<file path="src/rtl/sub_pkg.sv">
// sub_pkg: shared state/mode encodings and parameter rule for the sequential subtractor
package sub_pkg;

    typedef enum logic [1:0] {
        IDLE = 2'd0,
        RUN  = 2'd1,
        DONE = 2'd2
    } state_t;

    localparam logic MODE_SUB = 1'b0;
    localparam logic MODE_CMP = 1'b1;

    function automatic bit step_divides(input int w, input int s);
        return s > 0 && w >= 2 && w % s == 0;
    endfunction

endpackage

</file>
<file path="src/rtl/module_sub_seq_cell.sv">
// sub_cell: combinational STEP-bit ripple-borrow subtract slice
module sub_cell #(
    parameter int STEP = 1
) (
    input  logic [STEP-1:0] a,
    input  logic [STEP-1:0] b,
    input  logic            borrow_in,
    output logic [STEP-1:0] diff,
    output logic            borrow_out
);

    logic [STEP:0] bw;

    assign bw[0] = borrow_in;

    for (genvar i = 0; i < STEP; i++) begin : g_bit
        assign diff[i]  = a[i] ^ b[i] ^ bw[i];
        assign bw[i+1]  = (~a[i] & b[i]) | (~(a[i] ^ b[i]) & bw[i]);
    end

    assign borrow_out = bw[STEP];

endmodule

</file>
<file path="src/rtl/module_sub_seq.sv">
// module_sub_seq: multi-cycle A-B subtractor with early-exit magnitude compare
module module_sub_seq
    import sub_pkg::*;
#(
    parameter int WIDTH = 4,
    parameter int STEP  = 1
) (
    input  logic             clk,
    input  logic             rst_n,
    input  logic             start,
    input  logic             mode,
    input  logic [WIDTH-1:0] a,
    input  logic [WIDTH-1:0] b,
    output logic             busy,
    output logic             done,
    output logic [WIDTH:0]   out,
    output logic             equal,
    output logic             less,
    output logic             greater
);

    localparam int N  = WIDTH / STEP;
    localparam int CW = $clog2(N) + 1;

    if (!step_divides(WIDTH, STEP)) begin : g_bad_step
        $error("module_sub_seq: STEP must divide WIDTH and WIDTH must be >= 2");
    end

    state_t           state_q, state_d;
    logic [WIDTH-1:0] a_q, a_d, b_q, b_d, res_q, res_d;
    logic [WIDTH:0]   out_q, out_d;
    logic [CW-1:0]    cnt_q, cnt_d;
    logic             mode_q, mode_d, borrow_q, borrow_d;
    logic             eq_q, eq_d, lt_q, lt_d, gt_q, gt_d;

    logic [STEP-1:0]      ca, cb, cdiff;
    logic                 cbi, cbo;
    logic [WIDTH+STEP-1:0] merged;
    logic [WIDTH-1:0]     res_next;
    logic                 accept, last, differ, finish;

    // Compare walks MSB-first with no borrow; subtract walks LSB-first chaining the borrow
    assign ca  = (mode_q == MODE_CMP) ? a_q[WIDTH-1 -: STEP] : a_q[STEP-1:0];
    assign cb  = (mode_q == MODE_CMP) ? b_q[WIDTH-1 -: STEP] : b_q[STEP-1:0];
    assign cbi = (mode_q == MODE_CMP) ? 1'b0 : borrow_q;

    sub_cell #(.STEP(STEP)) u_cell (
        .a          (ca),
        .b          (cb),
        .borrow_in  (cbi),
        .diff       (cdiff),
        .borrow_out (cbo)
    );

    assign merged   = {cdiff, res_q};
    assign res_next = merged[WIDTH+STEP-1:STEP];
    assign accept   = (state_q == IDLE) && start;
    assign last     = cnt_q == CW'(N - 1);
    assign differ   = (mode_q == MODE_CMP) && (cdiff != '0);
    assign finish   = (state_q == RUN) && (last || differ);

    // State register
    always_ff @(posedge clk or negedge rst_n) begin
        if (!rst_n) state_q <= IDLE;
        else        state_q <= state_d;
    end

    // Next state: IDLE -> RUN on Start, RUN -> DONE on last/differing chunk, DONE -> IDLE
    always_comb begin
        state_d = accept ? RUN : finish ? DONE : (state_q == DONE) ? IDLE : state_q;
    end

    // Handshake outputs decoded from the state register only
    always_comb begin
        busy = (state_q == RUN) || (state_q == DONE);
        done = state_q == DONE;
    end

    // Datapath registers: operands, running borrow, chunk count, result and flags
    always_ff @(posedge clk or negedge rst_n) begin
        if (!rst_n) begin
            a_q      <= '0;
            b_q      <= '0;
            res_q    <= '0;
            out_q    <= '0;
            cnt_q    <= '0;
            mode_q   <= MODE_SUB;
            borrow_q <= 1'b0;
            eq_q     <= 1'b0;
            lt_q     <= 1'b0;
            gt_q     <= 1'b0;
        end else begin
            a_q      <= a_d;
            b_q      <= b_d;
            res_q    <= res_d;
            out_q    <= out_d;
            cnt_q    <= cnt_d;
            mode_q   <= mode_d;
            borrow_q <= borrow_d;
            eq_q     <= eq_d;
            lt_q     <= lt_d;
            gt_q     <= gt_d;
        end
    end

    // Capture on Start, shift one chunk per RUN cycle, commit results on the last chunk
    always_comb begin
        a_d      = a_q;
        b_d      = b_q;
        res_d    = res_q;
        out_d    = out_q;
        cnt_d    = cnt_q;
        mode_d   = mode_q;
        borrow_d = borrow_q;
        eq_d     = eq_q;
        lt_d     = lt_q;
        gt_d     = gt_q;
        if (accept) begin
            a_d      = a;
            b_d      = b;
            mode_d   = mode;
            borrow_d = 1'b0;
            cnt_d    = '0;
        end else if (state_q == RUN) begin
            a_d      = (mode_q == MODE_CMP) ? a_q << STEP : a_q >> STEP;
            b_d      = (mode_q == MODE_CMP) ? b_q << STEP : b_q >> STEP;
            res_d    = res_next;
            borrow_d = cbo;
            cnt_d    = cnt_q + CW'(1);
            if (finish && mode_q == MODE_SUB) begin
                out_d = {cbo, res_next};
                lt_d  = cbo;
                eq_d  = !cbo && (res_next == '0);
                gt_d  = !cbo && (res_next != '0);
            end else if (finish) begin
                eq_d = !differ;
                lt_d = differ && cbo;
                gt_d = differ && !cbo;
            end
        end
    end

    assign out     = out_q;
    assign equal   = eq_q;
    assign less    = lt_q;
    assign greater = gt_q;

endmodule

</file>
<file path="config.mk">
export PLATFORM = sky130hd
export DESIGN_NAME = module_sub_seq
export DESIGN_NICKNAME = d
export VERILOG_FILES = /design/src/rtl/sub_pkg.sv /design/src/rtl/module_sub_seq_cell.sv /design/src/rtl/module_sub_seq.sv
export SDC_FILE = /design/constraint.sdc
export NUM_CORES = 1
export LEC_CHECK = 0
export ABC_AREA = 1
export BUFFER_PORTS_ARGS = -buffer_cell sky130_fd_sc_hd__buf_2
export CORE_UTILIZATION = 30
export CTS_CLUSTER_DIAMETER = 120
export DETAILED_ROUTE_END_ITERATION = 12
export PLACE_DENSITY = 0.48
export RECOVER_POWER = 25
export SYNTH_ARGS = -nofsm -noshare
export SYNTH_HDL_FRONTEND = slang
export SYNTH_HIERARCHICAL = 1
export SYNTH_SLANG_ARGS = --single-unit
</file>
<file path="constraint.sdc">
create_clock -name clk -period 2.4 [get_ports clk]
set_input_delay 0.24 -clock clk [delete_from_list [all_inputs] [get_ports clk]]
set_output_delay 0.24 -clock clk [all_outputs]
set_load 0.02 [all_outputs]
</file>
==> Yosys cells after proc, flatten, opt, wreduce, memory -nomap -nowiden <==
Index checks and enable logic that the tools add are counted.
Widths: inputs -> output; s select.
{ "classes": {"n_bitwise": 9, "eq_ne": 3, "mux": 22, "reduce_logical": 21, "n_addsub": 1} }
{ "ops": {"columns": ["cell", "count"], "rows": [
  ["$mux 4", 6],
  ["$mux 1", 11],
  ["$logic_and 1x1->1", 8],
  ["$mux 2", 3],
  ["$mux 3", 2],
  ["$reduce_and 3->1", 2],
  ["$logic_not 4->1", 1],
  ["$not 1->1", 4],
  ["$reduce_bool 2->1", 2],
  ["$reduce_bool 4->1", 1],
  ["$add 3x1->3 const B", 1],
  ["$eq 3x2->1 const B", 1],
  ["$reduce_bool 3->1", 1],
  ["$and 1x1->1", 2],
  ["$eq 2x1->1 const B", 1],
  ["$eq 2x2->1 const B", 1],
  ["$logic_not 1->1", 2],
  ["$logic_not 2->1", 1],
  ["$logic_or 1x1->1", 2],
  ["$reduce_and 2->1", 1],
  ["$xor 1x1->1", 2],
  ["$or 1x1->1", 1]
]} }
{ "totals": {"reg_bits": 27, "wordCells": 67} }

==> Logic depth before layout (Yosys ltp) <==
Gate-level depths: netlist of the first run.
{ "logic_depth": {"word_depth": 9, "ltp_mapped": 12} }

==> Modules after synthesis <==
Netlist of the first run, hierarchy kept.
{ "modules_own_cells": {"columns": ["mod", "cells_per_inst", "area_per_inst_um2", "seq_area_each_um2", "n_inst"], "rows": [
  ["module_sub_seq", 151, 1308.8, 650.6, 1],
  ["sub_cell", 4, 31.3, 0.0, 1]
]} }

==> Least setup slack after synthesis of the first run <==
Ideal clock, no wire load.
{ "synth_timing": {"path_type": "register to register", "startpoint": "register mode_q", "endpoint": "register out_q[3] (netlist: out[3])", "t_arrival_ns": 1.850, "setup_time_ns": 0.118, "stages_incl_launch_ff": 11, "setup_slack_ns": 0.432, "t_required_ns": 2.282, "path_buffers": 1, "path_cell_list": "dfrtp_1 clkinv_1 o21ai_0 inv_1 fa_1 nand2_4 nand2_4 nand3_2 buf_6 nand2_1 o21ai_2"} }
{ "synth_via": {"elab_chain_cells": 8, "elab_cells_between_ends": 11} }
{ "synth_lines": {"columns": ["item", "line", "rtl"], "rows": [
  ["from (decl)", "module_sub_seq.sv:33", "logic mode_q, mode_d, borrow_q, borrow_d;"],
  ["from (signal assigned)", "module_sub_seq.sv:98", "mode_q <= mode_d;"],
  ["$mux 1 (*)", "module_sub_seq.sv:44", "assign cb = (mode_q == MODE_CMP) ? b_q[WIDTH-1 -: STEP] : b_q[STEP-1:0];"],
  ["named net cb", "module_sub_seq.sv:36", "logic [STEP-1:0] ca, cb, cdiff;"],
  ["$xor 1x1->1 (*) (2 in a row)", "module_sub_seq_cell.sv:17", "assign diff[i] = a[i] ^ b[i] ^ bw[i];"],
  ["named net cdiff", "module_sub_seq.sv:36", null],
  ["$logic_and 1x1->1", "module_sub_seq.sv:59", "assign differ = (mode_q == MODE_CMP) && (cdiff != '0);"],
  ["$logic_or 1x1->1", "module_sub_seq.sv:60", "assign finish = (state_q == RUN) && (last || differ);"],
  ["$logic_and 1x1->1", "module_sub_seq.sv:60", null],
  ["$logic_and 1x1->1", "module_sub_seq.sv:130", "if (finish && mode_q == MODE_SUB) begin"],
  ["$reduce_and 3->1 (no line)", null, null],
  ["to (signal assigned)", "module_sub_seq.sv:96", "out_q <= out_d;"],
  ["to (decl)", "module_sub_seq.sv:31", "logic [WIDTH:0] out_q, out_d;"]
]} }
Mark *: on every way through the listed nets, which the timed path passes. The rest lies on a longest branch.
A chain may end at the register's enable or synchronous reset.

==> Final worst setup path of the first run <==
{ "layout_timing": {"startpoint": "register mode_q", "endpoint": "register out_q[2] (netlist: out[2])"} }
{ "layout_via": {"elab_chain_cells": 8, "elab_cells_between_ends": 11} }
{ "layout_lines": {"columns": ["item", "line"], "rows": [
  ["$mux 1", "module_sub_seq.sv:44"],
  ["named net cb", "module_sub_seq.sv:36"],
  ["$xor 1x1->1 (2 in a row)", "module_sub_seq_cell.sv:17"],
  ["named net cdiff", "module_sub_seq.sv:36"],
  ["$logic_and 1x1->1", "module_sub_seq.sv:59"],
  ["$logic_or 1x1->1", "module_sub_seq.sv:60"],
  ["$logic_and 1x1->1", "module_sub_seq.sv:60"],
  ["$logic_and 1x1->1", "module_sub_seq.sv:130"],
  ["$reduce_and 3->1 (no line)", null]
]} }
The timed path passes the listed nets, and every way through them passes these cells.

==> impl_metrics.json, run 1 <==
{
  "status": "finished, final reports clean",
  "design_area_mm2": 0.001574,
  "routabilityCongestion": 0.7793,
  "wl_mm": 2.738,
  "wl_met1_mm": 1.331,
  "reg2reg_to": "out[2]",
  "yosys_warnings": 6,
  "synth.top_cell.area_share_pct": 48.55,
  "maxCapViolCount": 0,
  "cpPeakStageDelay_ns": 0.59,
  "wl_met2_mm": 1.333,
  "placed_cell_area_mm2": 0.001494,
  "cp_cell_sequence": "clkinv_1, o21ai_0, inv_1, fa_1, nand2_4, nand2_4, nand3_2, buf_4, nand2_1, o21ai_2",
  "synth.area.top_cells": "dfrtp_1 (49%), nand2_1 (11%), inv_1 (6.4%)",
  "dp_hpwl_mm": 2.043,
  "synthMuxAreaShare_pct": 0,
  "cts.path.max_buffers": 2,
  "drt_iter0_drc": 39,
  "cts-root-buf": "clkbuf_8",
  "synth_nets": 173,
  "critPathSlowestCell": "fa_1",
  "path_class": "flip-flop to flip-flop",
  "cp-start-kind": "flip-flop",
  "slew_violations": 0,
  "fmax_mhz": 460.9,
  "wl_met3_um": 58,
  "yosysUniqueCellTypes": 22,
  "synthAdderAreaFrac_pct": 6.162,
  "htreeDepth": 1,
  "power_density_mw_per_mm2": 520.4,
  "start_util_pct": 32.34,
  "syn_to_final_growth_pct": 17.46,
  "synth_xor_xnor_area_share_pct": 0,
  "pin_count": 22,
  "synth_top_family_by_area": "simple AND/OR/NAND/NOR gates",
  "die-width_um": 68.84,
  "synth_compound_area_share_pct": 15.78,
  "r2r_start": "mode_q",
  "nets": 199,
  "via_per_inst": 4.722,
  "hp-start": "b[3]",
  "netlist_area_mm2": 0.001340,
  "fin_crit_sh_pct": 90.40,
  "clkSinkCount": 26,
  "rsz0062_at_grt": "false",
  "crit_fanout": 10,
  "setup_viol": 0,
  "cts_buffers": 3,
  "postCtsSetupRepairBufs": 0,
  "num_rows": 23,
  "io_buffers": 21,
  "design.die.area_mm2": 0.004738,
  "ir_drop_mv": 0.2058,
  "first_pass_iters": 4,
  "endpoint_kind": "flip-flop",
  "cpMostUsedCell": "nand2_4",
  "worst_pin_slew_ns": 1.440,
  "hold_viol_final": 0,
  "hold_class": "primary input to flip-flop",
  "arrival_ns": 2.34,
  "grtUsageTotal_pct": 13.02,
  "syn-instance-count": 155,
  "crit_buf_inv": 3,
  "insertion_delay_ns": 0.27,
  "grt_pass1_wl_mm": 4.526,
  "clock_skew_ns": 0.01136,
  "crit_required_ns": 2.57,
  "antenna-diode-count": 0,
  "synth_top_area_cell": "dfrtp_1",
  "yosysSeqAreaShare_pct": 48.55,
  "cts_tree": "done",
  "overflow": 0,
  "hold_path_depth": 3,
  "fin_crit_ns": 2.170,
  "die_h_um": 68.84,
  "tns_ns": 0,
  "r2r_cells": 10,
  "ys_ff_latch": 26,
  "num_vias": 1086,
  "cts_resized": 0,
  "grt_pass1_vias": 1036,
  "path_delay_family": "adder cells",
  "drc": 0,
  "fp.coreArea_mm2": 0.004144,
  "rrSetupSlack_ns": 0.23,
  "antenna_found_initial": 0,
  "grt_max_degree": 27,
  "clkSlewWorstSetupHoldPaths_ns": 0.10,
  "drive_above_1_share_pct": 21.11,
  "synthSimpleGateAreaFrac_pct": 19.23,
  "leakagePower_nw": 0.8025,
  "syn_avg_cell_area_um2": 8.645,
  "wl_per_cell_um": 11.90,
  "postRouteAntennaNets": 0,
  "max_slew_margin_pct": 4.010,
  "hold_end": "b_q[3]",
  "top_layer_used": "met4"
}
report_power, final:
| group | switching (mW) | internal [mW] | total (mW) |
|---|---|---|---|
| logic | 0.0106 | 0.00697 | 0.0176 |
| clock network | 0.141 | 0.223 | 0.364 |
| registers | 0 | 0.438 | 0.438 |
| total | 0.151 | 0.668 | 0.819 |
timing repair:
action                                 CTS  global route
setup endpoints to repair                0             0
endpoints found under the hold margin   26             0
hold buffers                             1             0
worst max path at each step:
stage / to / slack, ns / startpoint / cells after the start
after detailed placement: out[2] / 0.21 / mode_q / 10
after global placement: equal / 0.32 / mode_q / 11
final: out[2] / 0.23 / mode_q / 10
after floorplan: out[3] / 0.43 / mode_q / 10
after CTS: out[2] / 0.21 / mode_q / 10
after global routing: out[2] / 0.06 / mode_q / 10
layout make-up:
| cell class | count | area [µm²] |
|---|---|---|
| timing repair buffer | 26 | 143.9 |
| clock buffer | 3 | 41.29 |
| inverter | 25 | 93.84 |
| sequential | 26 | 650.6 |
| tap | 50 | 62.56 |
| multi-input combinational | 99 | 551.8 |
| clock inverter | 1 | 30.03 |
| fill | 453 | 2570 |
metrics by stage:
stage | total power [mW] | cells | util [%] | setup WS, ns | hold WS [ns]
5_1_grt | 0.8584 | 230 | 37.98 | 0.05686 | 0.1926
4_1_cts | 0.8379 | 230 | 38.01 | 0.2093 | 0.1777
2_1_floorplan | 0.4465 | 155 | - | 0.4320 | -0.05559
3_3_place_gp | 0.4638 | 225 | 36.05 | 0.3152 | 0.2837
3_5_place_dp | 0.4639 | 225 | 36.05 | 0.2081 | 0.2882
6_report | 0.8191 | 230 | 37.98 | 0.2303 | 0.1802
metal layers:
layer	GRT usage [%]	up-vias
met4	3.571	0
met5	0	-
met2	23.28	15
met1	16.16	521
li1	-	548
met3	1.974	2
worst register-to-register path: cells and delay by family, from the launching register on:
family,cells,cell delay [ns]
AOI/OAI and AO/OA,2,0.30
adders and majority gates,1,0.59
buffers and inverters,3,0.50
DFF,1,0.35
and+or+nand+nor,4,0.32
cells in the final DEF (no fill, tap or decap), types with 2 or more instances in the layout:
master    instances
nor2_1           10
nand2_1          40
clkinv_1          2
nand3_1           3
a21oi_1           6
buf_4             4
o21ai_0          12
o221ai_1          2
inv_1            23
buf_2            20
o211ai_1          2
a31oi_1           3
nand2_4           2
clkbuf_8          3
ha_1              5
o22ai_1           3
dfrtp_1          26
o21ai_2           5
nand3_2           2
flip-flops by register name (all words and copies together), names as in the netlist:
name      cells
a_q           4
b_q           4
borrow_q      1
cnt_q         3
equal         1
greater       1
less          1
mode_q        1
out           5
res_q         3
state_q       2
logic make-up (layout without fill, tap and decap cells):
group	Yosys count	count (layout)
buffers and inverters	30	55
flip-flops	26	26
AO/OA/AOI/OAI	34	34
adder cells (fa/ha/maj)	6	6
AND/OR/NAND/NOR	59	59
synthesized netlist by cell type (all sizes together):
cell    number
clkinv       2
nand3        5
nand4        1
inv         23
o21ai       17
buf          5
o211ai       2
fa           1
o31ai        1
a31oi        3
a21oi        6
o221ai       2
dfrtp       26
o22ai        3
ha           5
nand2       42
nor2        11
Note: power is estimated with default switching activity, not from simulation.
==> inputs of run 2 (changes only) <==
CORE_MARGIN = 4   (was default)
CTS_BUF_LIST = sky130_fd_sc_hd__clkbuf_8   (was default)
==> impl_metrics.json, run 2 (synthesis gave the netlist of run 1 again) <==
{
  "worst_pin_slew_ns": 1.441,
  "clkSlewWorstSetupHoldPaths_ns": 0.09,
  "setup_viol": 0,
  "syn_to_final_growth_pct": 15.69,
  "fin_cells": 231,
  "cts_tree": "done",
  "postRouteAntennaNets": 0,
  "die_h_um": 74.84,
  "clkSinkCount": 26,
  "power_density_mw_per_mm2": 455.1,
  "layout_common_cells": "nand2_1 (40), dfrtp_1 (26), inv_1 (23)",
  "grt_max_degree": 27,
  "pin_count": 22,
  "fin_crit_sh_pct": 88.47,
  "wl_per_cell_um": 11.82,
  "power_frac_seq_pct": 62.0,
  "io_buffers": 21,
  "design.die.area_mm2": 0.005600,
  "tns_ns": 0,
  "overflow": 0,
  "dp_hpwl_mm": 2.059,
  "comb_power_share_pct": 2.5,
  "rsz0062_at_grt": "false",
  "max_slew_margin_pct": 3.954,
  "hold_class": "primary input to flip-flop",
  "endpoint_kind": "flip-flop",
  "postCtsSetupRepairBufs": 0,
  "p_sw_mw": 0.1481,
  "status": "finished, final reports clean",
  "wl_mm": 2.730,
  "final_common_cell": "nand2_1",
  "fmax_mhz": 471.0,
  "num_rows": 24,
  "ir_drop_mv": 0.3165,
  "grtUsageTotal_pct": 11.53,
  "nets": 199,
  "cts-root-buf": "clkbuf_8",
  "cp-start-kind": "flip-flop",
  "routabilityCongestion": 0.7835,
  "crit_fanout": 10,
  "slew_violations": 0,
  "start_util_pct": 30.99,
  "grt_pass1_wl_mm": 5.002,
  "crit_required_ns": 2.57,
  "drive_above_1_share_pct": 21.23,
  "largest_reg_flops": 5,
  "hold_viol_final": 0,
  "cts.path.max_buffers": 2,
  "swShare_pct": 21.00,
  "htreeDepth": 1,
  "clock_skew_ns": 0.004120,
  "fp.coreArea_mm2": 0.004324,
  "via_per_inst": 4.684,
  "drc": 0,
  "p_clk_share_pct": 35.4,
  "antenna_found_initial": 0,
  "path_class": "flip-flop to flip-flop",
  "place_inst": 227,
  "fin_crit_ns": 2.123,
  "grt_pass1_vias": 1094,
  "first_pass_iters": 4,
  "die-width_um": 74.84,
  "intPower_mw": 0.5574,
  "leakagePower_nw": 0.7857,
  "cts_buffers": 3,
  "num_vias": 1082,
  "antenna-diode-count": 0,
  "drt_iter0_drc": 33,
  "maxCapViolCount": 0,
  "arrival_ns": 2.29,
  "insertion_delay_ns": 0.27
}
run 2: cell count changes in the layout (fill, tap and decap cells not counted), sizes merged:
cell      delta
clkinv       -1
clkinvlp     +1
bufinv       -1
run 2: cell type report:
cell class	instances	area, µm²
Clock buffer	3	41.29
Fill cell	467	2774
Inverter	25	97.59
Multi-Input combinational cell	99	551.8
Sequential cell	26	650.6
Tap cell	52	65.06
Timing Repair Buffer	26	143.9
run 2: path summary, 6_finish.rpt:
kind / from / to / slack [ns] / cells past startpoint
max: mode_q / out[1] / 0.28 / 10
min: a[3] / a_q[3] / 0.17 / 3
max reg2reg: mode_q / out[1] / 0.28 / 10
min reg2reg: out[2] / out[2] / 0.48 / 2
max in group asynchronous: rst_n / state_q[0] / 0.72 / 2
min in group asynchronous: rst_n / borrow_q / 0.84 / 2
run 2: repair_timing:
item / in CTS / in global routing
hold endpoints to repair: 26 / 0
resized for setup: 0 / 1
setup endpoints to repair: 0 / 1
hold buffers: 1 / 0
run 2: per-stage QoR:
| step | power (mW) | area [µm²] | setup slack, ns | hold slack (ns) | utilization, % |
|---|---|---|---|---|---|
| after CTS | 0.7164 | 1548 | 0.2413 | 0.1704 | 35.79 |
| after global placement | 0.4636 | 1496 | 0.3161 | 0.2772 | 34.61 |
| after detailed placement | 0.4641 | 1496 | 0.2491 | 0.2852 | 34.61 |
| after floorplan | 0.4465 | 1340 | 0.4320 | -0.05559 | - |
| after global routing | 0.7322 | 1550 | 0.05006 | 0.1780 | 35.85 |
| final | 0.7055 | 1550 | 0.2767 | 0.1701 | 35.85 |
run 2: power by group through the flow:
stage / Sequential (mW) / Combinational (mW) / Clock [mW]
global placement: 0.446 / 0.0173 / 0
floorplan: 0.446 / 0.0000178 / 0
global route: 0.438 / 0.0209 / 0.273
detailed placement: 0.446 / 0.0177 / 0
finish: 0.438 / 0.0178 / 0.250
CTS: 0.438 / 0.0190 / 0.260
run 2: routing by layer:
layer / routed length [µm] / vias up / global-route usage [%]
met5: 0 / - / 0
met4: 31 / 0 / 3.162
met3: 222 / 4 / 4.272
met2: 1266 / 35 / 19.92
met1: 1210 / 497 / 13.41
li1: - / 546 / -
run 2: critical path, cell delays in order (launching register included):
cell and delay (ns):
dfrtp_1 0.40, clkinvlp_4 0.18, o21ai_0 0.20, inv_1 0.08, fa_1 0.59, nand2_4 0.08
nand2_4 0.07, nand3_2 0.09, buf_4 0.19, nand2_1 0.07, o21ai_2 0.05
